$ cat src/rtl/hazard_scoreboard.sv
// Hazard scoreboard for a five-stage pipeline with an iterative mult/div unit.
// It decodes the FD/DX/XM/MW instruction registers, then flags load-use hazards,
// no-bypass data hazards, mult/div RAW/WAW hazards and mult/div structural hazards.
// It also tracks the single outstanding mult/div and its destination register.
module hazard_scoreboard #(
    parameter int BYPASS_EN  = 1,
    parameter int MD_TIMEOUT = 64,
    parameter int CNT_W      = 16
) (
    input  logic             clock,
    input  logic             reset,
    input  logic [31:0]      fd_ir,
    input  logic [31:0]      dx_ir,
    input  logic [31:0]      xm_ir,
    input  logic [31:0]      mw_ir,
    input  logic             flush,
    input  logic             md_ready,
    output logic             stall,
    output logic             hold_dx,
    output logic             md_busy,
    output logic [4:0]       md_dest,
    output logic             md_wb,
    output logic [4:0]       md_wb_reg,
    output logic             md_timeout,
    output logic [1:0]       stall_cause,
    output logic [CNT_W-1:0] stall_cnt
);

    localparam logic [4:0] OP_RTYPE = 5'b00000;
    localparam logic [4:0] OP_BNE   = 5'b00010;
    localparam logic [4:0] OP_JAL   = 5'b00011;
    localparam logic [4:0] OP_JR    = 5'b00100;
    localparam logic [4:0] OP_ADDI  = 5'b00101;
    localparam logic [4:0] OP_BLT   = 5'b00110;
    localparam logic [4:0] OP_SW    = 5'b00111;
    localparam logic [4:0] OP_LW    = 5'b01000;
    localparam logic [4:0] OP_SETX  = 5'b10101;
    localparam logic [4:0] ALU_MULT = 5'b00110;
    localparam logic [4:0] ALU_DIV  = 5'b00111;

    localparam int               AGE_W     = $clog2(MD_TIMEOUT + 1);
    localparam logic [AGE_W-1:0] AGE_LIMIT = AGE_W'(MD_TIMEOUT);

    // Up to two source registers. A slot is valid only for a nonzero register,
    // so r0 can never produce a hazard.
    typedef struct packed {
        logic       a_v;
        logic [4:0] a;
        logic       b_v;
        logic [4:0] b;
    } src_t;

    typedef struct packed {
        logic       v;
        logic [4:0] r;
    } dst_t;

    function automatic src_t decode_src(input logic [4:0] op, input logic [4:0] rd,
                                        input logic [4:0] rs, input logic [4:0] rt);
        src_t s;
        s = '0;
        case (op)
            OP_RTYPE:        begin s.a_v = 1'b1; s.a = rs; s.b_v = 1'b1; s.b = rt; end
            OP_ADDI, OP_LW:  begin s.a_v = 1'b1; s.a = rs; end
            OP_SW:           begin s.a_v = 1'b1; s.a = rs; s.b_v = 1'b1; s.b = rd; end
            OP_BNE, OP_BLT:  begin s.a_v = 1'b1; s.a = rd; s.b_v = 1'b1; s.b = rs; end
            OP_JR:           begin s.a_v = 1'b1; s.a = rd; end
            default:         s = '0;
        endcase
        s.a_v = s.a_v && (s.a != 5'd0);
        s.b_v = s.b_v && (s.b != 5'd0);
        return s;
    endfunction

    function automatic dst_t decode_dst(input logic [4:0] op, input logic [4:0] rd);
        dst_t d;
        d = '0;
        case (op)
            OP_RTYPE, OP_ADDI, OP_LW: d.r = rd;
            OP_JAL:                   d.r = 5'd31;
            OP_SETX:                  d.r = 5'd30;
            default:                  d.r = 5'd0;
        endcase
        d.v = (d.r != 5'd0);
        return d;
    endfunction

    function automatic logic is_md(input logic [4:0] op, input logic [4:0] aluop);
        return (op == OP_RTYPE) && ((aluop == ALU_MULT) || (aluop == ALU_DIV));
    endfunction

    function automatic logic src_hit(input src_t s, input logic [4:0] r);
        return (s.a_v && (s.a == r)) || (s.b_v && (s.b == r));
    endfunction

    function automatic logic dst_hit(input dst_t d, input logic [4:0] r);
        return d.v && (d.r == r);
    endfunction

    logic             md_busy_q, md_busy_d;
    logic [4:0]       md_dest_q, md_dest_d;
    logic [AGE_W-1:0] md_age_q, md_age_d;
    logic             md_timeout_q, md_timeout_d;
    logic [CNT_W-1:0] stall_cnt_q, stall_cnt_d;

    src_t fd_src;
    dst_t fd_dst, dx_dst, xm_dst, mw_dst;
    logic dx_md, xm_md, mw_md;
    logic load_use, nb_data, md_raw, md_struct;
    logic md_issue, md_complete;
    logic [1:0] cause;

    // Instruction fields that carry no hazard information are folded together here.
    logic unused_ir;
    assign unused_ir = ^{fd_ir, dx_ir, xm_ir, mw_ir};

    // Hazard detection and prioritised stall cause; a flush squashes FD/DX so nothing stalls.
    always_comb begin
        fd_src    = decode_src(fd_ir[31:27], fd_ir[26:22], fd_ir[21:17], fd_ir[16:12]);
        fd_dst    = decode_dst(fd_ir[31:27], fd_ir[26:22]);
        dx_dst    = decode_dst(dx_ir[31:27], dx_ir[26:22]);
        xm_dst    = decode_dst(xm_ir[31:27], xm_ir[26:22]);
        mw_dst    = decode_dst(mw_ir[31:27], mw_ir[26:22]);
        dx_md     = is_md(dx_ir[31:27], dx_ir[6:2]);
        xm_md     = is_md(xm_ir[31:27], xm_ir[6:2]);
        mw_md     = is_md(mw_ir[31:27], mw_ir[6:2]);
        load_use  = (dx_ir[31:27] == OP_LW) && src_hit(fd_src, dx_ir[26:22]);
        nb_data   = 1'b0;
        if (BYPASS_EN == 0) begin
            nb_data = (!dx_md && dx_dst.v && src_hit(fd_src, dx_dst.r)) ||
                      (!xm_md && xm_dst.v && src_hit(fd_src, xm_dst.r)) ||
                      (!mw_md && mw_dst.v && src_hit(fd_src, mw_dst.r));
        end
        md_raw    = md_busy_q && (src_hit(fd_src, md_dest_q) || dst_hit(fd_dst, md_dest_q));
        md_struct = dx_md && md_busy_q && !md_ready;
        cause     = 2'b00;
        if (flush)                    cause = 2'b00;
        else if (md_struct)           cause = 2'b11;
        else if (md_raw)              cause = 2'b10;
        else if (load_use || nb_data) cause = 2'b01;
    end

    // Mult/div tracking: issue and completion, age counter, sticky timeout, stall counter.
    always_comb begin
        md_complete  = md_ready && md_busy_q;
        md_issue     = dx_md && !flush && (!md_busy_q || md_ready);
        md_busy_d    = md_busy_q;
        md_dest_d    = md_dest_q;
        md_age_d     = md_age_q;
        if (md_issue) begin
            md_busy_d = 1'b1;
            md_dest_d = dx_ir[26:22];
            md_age_d  = '0;
        end else if (md_complete) begin
            md_busy_d = 1'b0;
            md_age_d  = '0;
        end else if (md_busy_q && (md_age_q != AGE_LIMIT)) begin
            md_age_d  = md_age_q + AGE_W'(1);
        end
        md_timeout_d = md_timeout_q || (md_age_d == AGE_LIMIT);
        stall_cnt_d  = stall_cnt_q;
        if ((cause != 2'b00) && (stall_cnt_q != {CNT_W{1'b1}})) begin
            stall_cnt_d = stall_cnt_q + CNT_W'(1);
        end
    end

    // State registers; an outstanding mult/div is abandoned on reset.
    always_ff @(posedge clock or posedge reset) begin
        if (reset) begin
            md_busy_q    <= 1'b0;
            md_dest_q    <= 5'd0;
            md_age_q     <= '0;
            md_timeout_q <= 1'b0;
            stall_cnt_q  <= '0;
        end else begin
            md_busy_q    <= md_busy_d;
            md_dest_q    <= md_dest_d;
            md_age_q     <= md_age_d;
            md_timeout_q <= md_timeout_d;
            stall_cnt_q  <= stall_cnt_d;
        end
    end

    assign stall       = (cause != 2'b00);
    assign hold_dx     = (cause == 2'b11);
    assign stall_cause = cause;
    assign md_busy     = md_busy_q;
    assign md_dest     = md_dest_q;
    assign md_wb       = md_complete;
    assign md_wb_reg   = md_dest_q;
    assign md_timeout  = md_timeout_q;
    assign stall_cnt   = stall_cnt_q;

endmodule

$ cat config.mk
export PLATFORM = sky130hd
export DESIGN_NAME = hazard_scoreboard
export DESIGN_NICKNAME = d
export VERILOG_FILES = /design/src/rtl/hazard_scoreboard.sv
export SDC_FILE = /design/constraint.sdc
export NUM_CORES = 1
export LEC_CHECK = 0
export ABC_CLOCK_PERIOD_IN_PS = 4600
export CAP_MARGIN = 20
export CORE_ASPECT_RATIO = 0.9
export CORE_UTILIZATION = 30
export DETAILED_ROUTE_END_ITERATION = 8
export PLACE_DENSITY_LB_ADDON = 0.08
export SYNTH_ARGS = -nofsm -noshare
export SYNTH_HDL_FRONTEND = slang
export SYNTH_SLANG_ARGS = --single-unit
$ cat constraint.sdc
create_clock -name clock -period 4.6 [get_ports clock]
set_clock_uncertainty 0.15 [all_clocks]
set_input_delay 0.92 -clock clock [delete_from_list [all_inputs] [get_ports clock]]
set_output_delay 0.92 -clock clock [all_outputs]
set_load 0.05 [all_outputs]
==> impl_metrics.yaml, run 1 <==
pwr:
  power_uw: 661
  vdd_ir_drop_max_v: 0.0000968
  powerDensity_nw_per_um2: 195
  total_leakage_power_uw: 0.00145
yosys:
  synth_edf_count: 0
  syn_nets: 393
  netlist_area_sq_um: 2300
  synth-seq-cells: 30
  ys.flop_type: "dfrtp_1"
  ys_seq_area_share_pct: 32.6
  synth.distinct_cells: 58
  synth_cells: 258
  syn_area_per_cell_sq_um: 8.91
  yosys_warnings: 0
  async_flop_share_pct: 100
finish:
  seq_area_sq_um: 751
  layout.cells.most_common: "clkdlybuf4s50_1"
  area_delta_synth_final_pct: 47.7
  design_area_sq_um: 3400
  drive_gt1_share_pct: 18.3
  num_antenna_cells: 0
  fillers: 698
  final_cell_mix: "clkdlybuf4s50_1 (61), dfrtp_1 (30), nor2_1 (28)"
  multi_input_area_sq_um: 1450
  nets: 483
sta:
  rsz0062_at_grt: "no"
  worst_pin_slew_ps: 707
  period_share_pct: 95.7
  slew_headroom_pct: 52.9
  fin_ws_ps: 197
  final_hold_viol_count: 0
  drv_slew: 0
  final-setup-viol-count: 0
  post-route-min-period_ps: 4400
  max_freq_ghz: 0.227
drt:
  drtIter0Drc: 80
  vias: 2185
  viasPerCell: 4.94
  drcViolationCount: 0
  wirelength_um: 6360
  drt_first_pass_iters: 5
  antenna_left: 0
  wl_per_cell_um: 14.4
placement:
  place_ws_ps: -186
  io_buffers: 70
  dpl.hpwl_um: 4970
  gp_congestion: 0.813
  placed_cell_area_sq_um: 3260
global_route:
  grt_usage_pct: 17.1
  first_global_vias: 2184
  antenna_found_initial: 0
  grt_max_degree: 31
  overflow: 0
  grt_pass1_wl_um: 10800
clocking:
  clk_pin_slew_ps: 60
  cts.sinks: 30
  cts-hold-fix-buffers: 0
  cts_tree: "built"
  cts-root-buf: "clkbuf_8"
  cts_buffers: 5
  clk_latency_ps: 280
  htreeDepth: 2
  cts_buffer_depth: 2
critical_path:
  cp_cell_sequence: "dlygate4sd2_1, buf_4, and3b_1, o21ba_1, a22oi_1, xor2_1, o2111ai_1, o41ai_4, nor2_2, nor2_2, buf_12"
  cp_top_family: "compound AO/OA/AOI/OAI gates"
  cpPeakStageDelay_ps: 460
  cp.buffers_inverters: 3
  criticalPathCategory: "input pin to primary output"
  cp.required_ps: 3530
  cp-end-kind: "primary output"
  cp-start-kind: "input pin"
  cp_slowest_cell: "o41ai_4"
  crit_path_max_fanout: 6
  crit_path_frequent_cell: "nor2_2"
  crit_arrival_ps: 3330
floorplanning:
  die_w_um: 94.3
  initial_core_util_pct: 31.8
  die_h_um: 85.1
  row_count: 29
  ioPinCount: 165
  dieArea_sq_um: 8020
  core-area_sq_um: 7220
min_path:
  hp-class: "flip-flop to flip-flop"
run:
  drv_cap: 0
run_status:
  outcome: "finished clean"
==> where the power goes <==
group	switching [uW]	internal (uW)	total (uW)
Sequential	16.0	277	293
Combinational	76.9	76.7	154
Clock	93.8	120	214
Total	187	475	661
==> layer usage <==
| metal | share of wire, % | global-route usage, % |
|---|---|---|
| met5 | 0 | 0 |
| met4 | 0.57 | 3.50 |
| met3 | 5.2 | 3.58 |
| met2 | 41 | 24.6 |
| met1 | 53 | 26.1 |
==> path summary, 6_finish.rpt <==
path	start	endpoint	slack (ps)	cells after the start
max reg2reg	md_dest[2]	stall_cnt[14]	1690	12
min	md_timeout	md_timeout	320	2
max	fd_ir[27]	stall	200	11
min in group asynchronous	reset	stall_cnt[3]	880	3
max in group asynchronous	reset	stall_cnt[12]	3140	3
min reg2reg	md_timeout	md_timeout	320	2
==> layout make-up <==
class	count	share of cell area (%)
multi-input cells	201	42.7
clock inverters	1	0.147
flip-flops and latches	30	22.1
well taps	93	3.43
repair buffers	97	27.6
inverters	13	1.44
clock buffers	7	2.54
==> logic make-up (layout without fill, tap and decap cells) <==
kind of cell,Yosys count,after routing,synth area share [%]
flip-flops,30,30,32.6
AND/OR/NAND/NOR,108,108,26.5
XOR/XNOR,37,37,14.1
buffers and inverters,27,118,5.82
adder cells (fa/ha/maj),3,3,1.63
AO/OA/AOI/OAI,46,46,15.9
multiplexers,7,7,3.37
==> tightest hold or removal path, delay by kind of cell (launching register included) <==
kind	cells	cell delay [ps]
flip-flops	1	350
AO/OA/AOI/OAI	1	50
buffers and inverters	1	40
==> cells in the mapped netlist, types with 4 or more instances <==
| cell | instances | area share, % |
|---|---|---|
| mux2_2 | 6 | 2.9 |
| nor3_1 | 7 | 1.5 |
| a22oi_1 | 8 | 2.6 |
| a222oi_1 | 4 | 1.7 |
| xnor2_1 | 14 | 5.3 |
| dfrtp_1 | 30 | 33 |
| nand2_1 | 16 | 2.6 |
| xor2_1 | 23 | 8.8 |
| nand4_1 | 5 | 1.4 |
| buf_2 | 5 | 1.1 |
| nor4_1 | 4 | 1.1 |
| o21ai_0 | 6 | 1.3 |
| buf_4 | 5 | 1.6 |
| nor2b_1 | 5 | 1.4 |
| nor3_2 | 6 | 2.6 |
| nand3_1 | 7 | 1.5 |
| a21oi_1 | 5 | 1.1 |
| and2_1 | 5 | 1.4 |
| nor2_1 | 31 | 5.1 |
| inv_1 | 13 | 2.1 |
==> flip-flops by register name (all words and copies together), names as in the netlist <==
signal / count
md_dest: 5
md_age_q: 7
md_busy: 1
stall_cnt: 16
md_timeout: 1
==> through the flow <==
step | instances | util [%] | hold slack, ps | TNS (ps)
detailed placement | 432 | 45.1 | 311 | -435
global placement | 432 | 45.1 | 306 | -426
floorplan | 258 | - | 378 | 0
finish | 442 | 47.0 | 321 | 0
CTS | 440 | 46.7 | 325 | 0
global route | 442 | 47.0 | 355 | 0
==> repair_timing <==
| action | 4_1_cts | 5_1_grt |
|---|---|---|
| resized for setup | 11 | 3 |
| pin swaps | 9 | 6 |
| setup endpoints to repair | 3 | 2 |
| setup buffers | 0 | 2 |
Power figures use the tool's default switching activity.
==> inputs of run 2 (changes only) <==
--- a/config.mk
+++ b/config.mk
@@ -10,7 +10,7 @@
 export CORE_ASPECT_RATIO = 0.9
 export CORE_UTILIZATION = 30
 export DETAILED_ROUTE_END_ITERATION = 8
-export PLACE_DENSITY_LB_ADDON = 0.08
+export PLACE_DENSITY = 0.71
 export SYNTH_ARGS = -nofsm -noshare
 export SYNTH_HDL_FRONTEND = slang
 export SYNTH_SLANG_ARGS = --single-unit
==> impl_metrics.yaml, run 2 (synthesis gave the netlist of run 1 again) <==
finish:
  nets: 488
  fillers: 681
  num_antenna_cells: 0
  final_cell_mix: "clkdlybuf4s50_1 (61), buf_4 (32), dfrtp_1 (30)"
  drive_gt1_share_pct: 19.5
  layout.cells.most_common: "clkdlybuf4s50_1"
  area_delta_synth_final_pct: 49.3
  largest_register_ff_count: 16
clocking:
  cts-hold-fix-buffers: 0
  cts.sinks: 30
  cts_tree: "built"
  clk_pin_slew_ps: 60
  cts_buffers: 5
  cts-root-buf: "clkbuf_8"
  cts_buffer_depth: 2
  clk_latency_ps: 280
  htreeDepth: 2
drt:
  antenna_left: 0
  drtIter0Drc: 152
  drt_first_pass_iters: 4
  vias: 2303
  wirelength_um: 6390
  wl_per_cell_um: 14.3
  viasPerCell: 5.15
  drcViolationCount: 0
global_route:
  antenna_found_initial: 0
  grt_max_degree: 17
  met1_usage_pct: 23.4
  first_global_vias: 2307
  grt_pass1_wl_um: 10900
  grt_busiest_layer: "met2"
  grt_usage_pct: 17.0
  grt_use_met2_pct: 27.7
  overflow: 0
  met3_usage_pct: 3.23
min_path:
  hp-class: "flip-flop to flip-flop"
pwr:
  sequentialPowerShare_pct: 43.6
  switchingPower_uw: 195
  vdd_ir_drop_max_v: 0.000192
  total_leakage_power_uw: 0.00147
  powerDensity_nw_per_um2: 196
  clockPowerShare_pct: 32.4
  p_comb_share_pct: 24.0
  p_int_uw: 479
  p_sw_share_pct: 29.0
critical_path:
  cp.required_ps: 3530
  crit_arrival_ps: 3370
  cp-start-kind: "input pin"
  crit_path_max_fanout: 6
  cp-end-kind: "primary output"
  criticalPathCategory: "input pin to primary output"
placement:
  io_buffers: 70
  dpl.hpwl_um: 5100
  gp_congestion: 0.915
  place_ws_ps: -199
sta:
  period_share_pct: 96.5
  rsz0062_at_grt: "no"
  post-route-min-period_ps: 4440
  fin_ws_ps: 163
  max_freq_ghz: 0.225
  final-setup-viol-count: 0
  final_hold_viol_count: 0
  slew_headroom_pct: 52.4
  fin_setup_tns_ps: 0
  worst_pin_slew_ps: 714
  drv_slew: 0
run:
  drv_cap: 0
floorplanning:
  initial_core_util_pct: 31.8
  ioPinCount: 165
  dieArea_sq_um: 8020
  row_count: 29
  die_w_um: 94.3
  die_h_um: 85.1
  core-area_sq_um: 7220
run_status:
  outcome: "finished clean"
run 2: final timing paths:
path	depth (start not counted)	slack (ps)	from	to
worst min-delay path	2	320	md_timeout	md_timeout
worst min register to register	2	320	md_timeout	md_timeout
min in group asynchronous	2	840	reset	md_busy
worst max-delay path	11	160	fd_ir[28]	stall_cause[0]
worst max register to register	13	1490	md_dest[2]	stall_cnt[14]
max in group asynchronous	3	2830	reset	stall_cnt[2]
run 2: power by group through the flow:
| stage | clock (uW) | sequential (uW) | combinational (uW) |
|---|---|---|---|
| 6_report | 218 | 294 | 162 |
| 5_1_grt | 235 | 296 | 177 |
| 4_1_cts | 226 | 294 | 161 |
| 3_5_place_dp | 0 | 299 | 157 |
| 3_3_place_gp | 0 | 297 | 153 |
| 2_1_floorplan | 0 | 299 | 78.1 |
run 2: metal layers:
metal  part of all wire (%)  vias up  wire, um
met2                     48       64      3070
met1                     46     1113      2940
met4                   0.80        0        51
li1                       -     1118         -
met5                      0        -         0
met3                    5.1        8       323
run 2: area by class of cell:
type	instances	area (sq um)	area share [%]
multi-input cells	201	1460	42.6
repair buffers	102	966	28.1
inverters	13	48.8	1.42
clock buffers	7	86.3	2.51
flip-flops and latches	30	751	21.9
clock inverters	1	5.00	0.146
well taps	93	116	3.39
run 2: what timing repair did:
| action | in CTS | in global routing |
|---|---|---|
| setup buffers | 1 | 2 |
| gates resized for setup | 13 | 2 |
| pin swaps | 9 | 11 |
| gates cloned | 0 | 0 |
| endpoints found under the setup margin | 3 | 3 |
run 2: worst max-delay path: stages:
cell and delay [ps]:
dlygate4sd2_1 300, nor3_2 220, nor3b_4 290, a222oi_1 130, buf_4 190, nor4b_1 140, or3_1 320, a2111o_1 410
o41ai_4 100, a21o_1 210, buf_12 140
run 2: stage by stage:
stage / instance area (sq um) / std cells / total power (uW) / util, % / hold slack (ps)
6_report: 3430 / 447 / 674 / 47.6 / 319
5_1_grt: 3430 / 447 / 708 / 47.6 / 360
4_1_cts: 3410 / 445 / 680 / 47.3 / 323
3_5_place_dp: 3280 / 436 / 456 / 45.4 / 309
3_3_place_gp: 3280 / 436 / 450 / 45.4 / 305
2_1_floorplan: 2300 / 258 / 378 / - / 378
==> inputs of run 3 (changes only) <==
--- a/config.mk
+++ b/config.mk
@@ -7,10 +7,10 @@
 export LEC_CHECK = 0
 export ABC_CLOCK_PERIOD_IN_PS = 4600
 export CAP_MARGIN = 20
-export CORE_ASPECT_RATIO = 0.9
+export CORE_ASPECT_RATIO = 0.75
 export CORE_UTILIZATION = 30
 export DETAILED_ROUTE_END_ITERATION = 8
-export PLACE_DENSITY = 0.71
+export PLACE_DENSITY_LB_ADDON = 0.05
 export SYNTH_ARGS = -nofsm -noshare
 export SYNTH_HDL_FRONTEND = slang
 export SYNTH_SLANG_ARGS = --single-unit
==> impl_metrics.yaml, run 3 (synthesis gave the netlist of run 1 again) <==
clocking:
  cts-root-buf: "clkbuf_8"
  htreeDepth: 2
  clk_pin_slew_ps: 60
  clk_latency_ps: 280
  cts.sinks: 30
  cts_buffer_depth: 2
  cts_tree: "built"
  cts-hold-fix-buffers: 0
  cts_buffers: 5
drt:
  vias: 2192
  viasPerCell: 4.86
  drtIter0Drc: 125
  drt_first_pass_iters: 4
  wirelength_um: 6730
  drcViolationCount: 0
  wl_per_cell_um: 14.9
  antenna_left: 0
finish:
  final_cell_mix: "clkdlybuf4s50_1 (61), buf_4 (31), dfrtp_1 (30)"
  drive_gt1_share_pct: 19.7
  layout.cells.most_common: "clkdlybuf4s50_1"
  fillers: 752
  area_delta_synth_final_pct: 47.9
  largest_register_ff_count: 16
  num_antenna_cells: 0
  fin_util_pct: 46.2
  final_cells: 451
  seq_area_sq_um: 751
  multi_input_area_sq_um: 1460
  nets: 486
global_route:
  grt_busiest_layer: "met1"
  met3_usage_pct: 4.68
  first_global_vias: 2131
  met1_usage_pct: 28.9
  grt_use_met2_pct: 22.5
  grt_max_degree: 21
  overflow: 0
  grt_usage_pct: 17.7
  grt_pass1_wl_um: 10900
  antenna_found_initial: 0
sta:
  slew_headroom_pct: 45.6
  final-setup-viol-count: 0
  post-route-min-period_ps: 4470
  period_share_pct: 97.2
  drv_slew: 0
  final_hold_viol_count: 0
  worst_pin_slew_ps: 815
  max_freq_ghz: 0.224
critical_path:
  cp_slowest_cell: "a2111o_1"
  cp-end-kind: "primary output"
  cp.required_ps: 3530
  criticalPathCategory: "input pin to primary output"
  cpPeakStageDelay_ps: 410
  cp_cell_sequence: "clkdlybuf4s15_1, nor3_2, nor3b_4, a222oi_1, nor4b_2, or3_1, a2111o_1, o41ai_4, nor2_1, nor2_2, buf_12"
  cp-start-kind: "input pin"
  crit_path_max_fanout: 5
  crit_arrival_ps: 3400
pwr:
  sequentialPowerShare_pct: 44.4
  total_leakage_power_uw: 0.00145
  p_comb_share_pct: 23.9
  switchingPower_uw: 190
  powerDensity_nw_per_um2: 194
  p_sw_share_pct: 28.7
  clockPowerShare_pct: 31.6
  p_int_uw: 471
  vdd_ir_drop_max_v: 0.000119
floorplanning:
  dieArea_sq_um: 8020
  die_w_um: 103
  die_h_um: 77.8
  ioPinCount: 165
  core-area_sq_um: 7360
  initial_core_util_pct: 31.2
  row_count: 27
placement:
  dpl.hpwl_um: 5330
  dpl.cell_count: 443
  io_buffers: 70
  gp_congestion: 0.836
run:
  drv_cap: 0
run_status:
  outcome: "finished clean"
min_path:
  hp-class: "flip-flop to flip-flop"
## run 3: path summary, 6_finish.rpt
path                                 start             to  slack [ps]  cells after the start
max in group asynchronous            reset   stall_cnt[0]        2670                      3
min in group asynchronous            reset    md_age_q[2]         950                      2
worst min-delay path            md_timeout     md_timeout         320                      2
worst min register to register  md_timeout     md_timeout         320                      2
worst max register to register  md_dest[4]  stall_cnt[14]        1670                     11
worst max-delay path             fd_ir[29]          stall         130                     11
## run 3: critical path, delay by kind of cell
| family | cells | cell delay [ps] |
|---|---|---|
| AOI/OAI and AO/OA | 3 | 720 |
| and+or+nand+nor | 6 | 1340 |
| buffers and inverters | 2 | 390 |
## run 3: through the flow
step | cell area (sq um) | TNS [ps] | setup WS (ps) | power [uW] | hold WS, ps
after floorplan | 2300 | 0 | 68.6 | 378 | 378
after global placement | 3280 | -739 | -282 | 453 | 309
after detailed placement | 3280 | -677 | -264 | 453 | 315
after CTS | 3380 | 0 | 93.1 | 667 | 328
after global routing | 3400 | -24.6 | -24.6 | 698 | 350
final | 3400 | 0 | 128 | 660 | 317
## run 3: routing by layer
metal	vias to the layer above	part of all wire (%)
li1	1107	-
met1	1014	55
met2	65	38
met3	6	6.2
met4	0	0.61
met5	-	0
## run 3: area by class of cell
type | count | area share (%)
flip-flops and latches | 30 | 22.1
multi-input cells | 201 | 42.9
repair buffers | 100 | 27.4
clock buffers | 6 | 2.43
well taps | 101 | 3.71
inverters | 13 | 1.43
## run 3: repair_timing
| item | in CTS | in global routing |
|---|---|---|
| buffers inserted | 1 | 1 |
| pin swaps | 3 | 8 |
| endpoints found under the setup margin | 3 | 3 |
| resized for setup | 7 | 15 |
| gates cloned | 0 | 0 |
## run 3: power by group through the flow
stage	logic (uW)	clock network, uW	registers, uW
CTS	156	218	293
floorplan	78.1	0	299
finish	158	209	293
global placement	155	0	298
detailed placement	155	0	298
global route	174	228	296
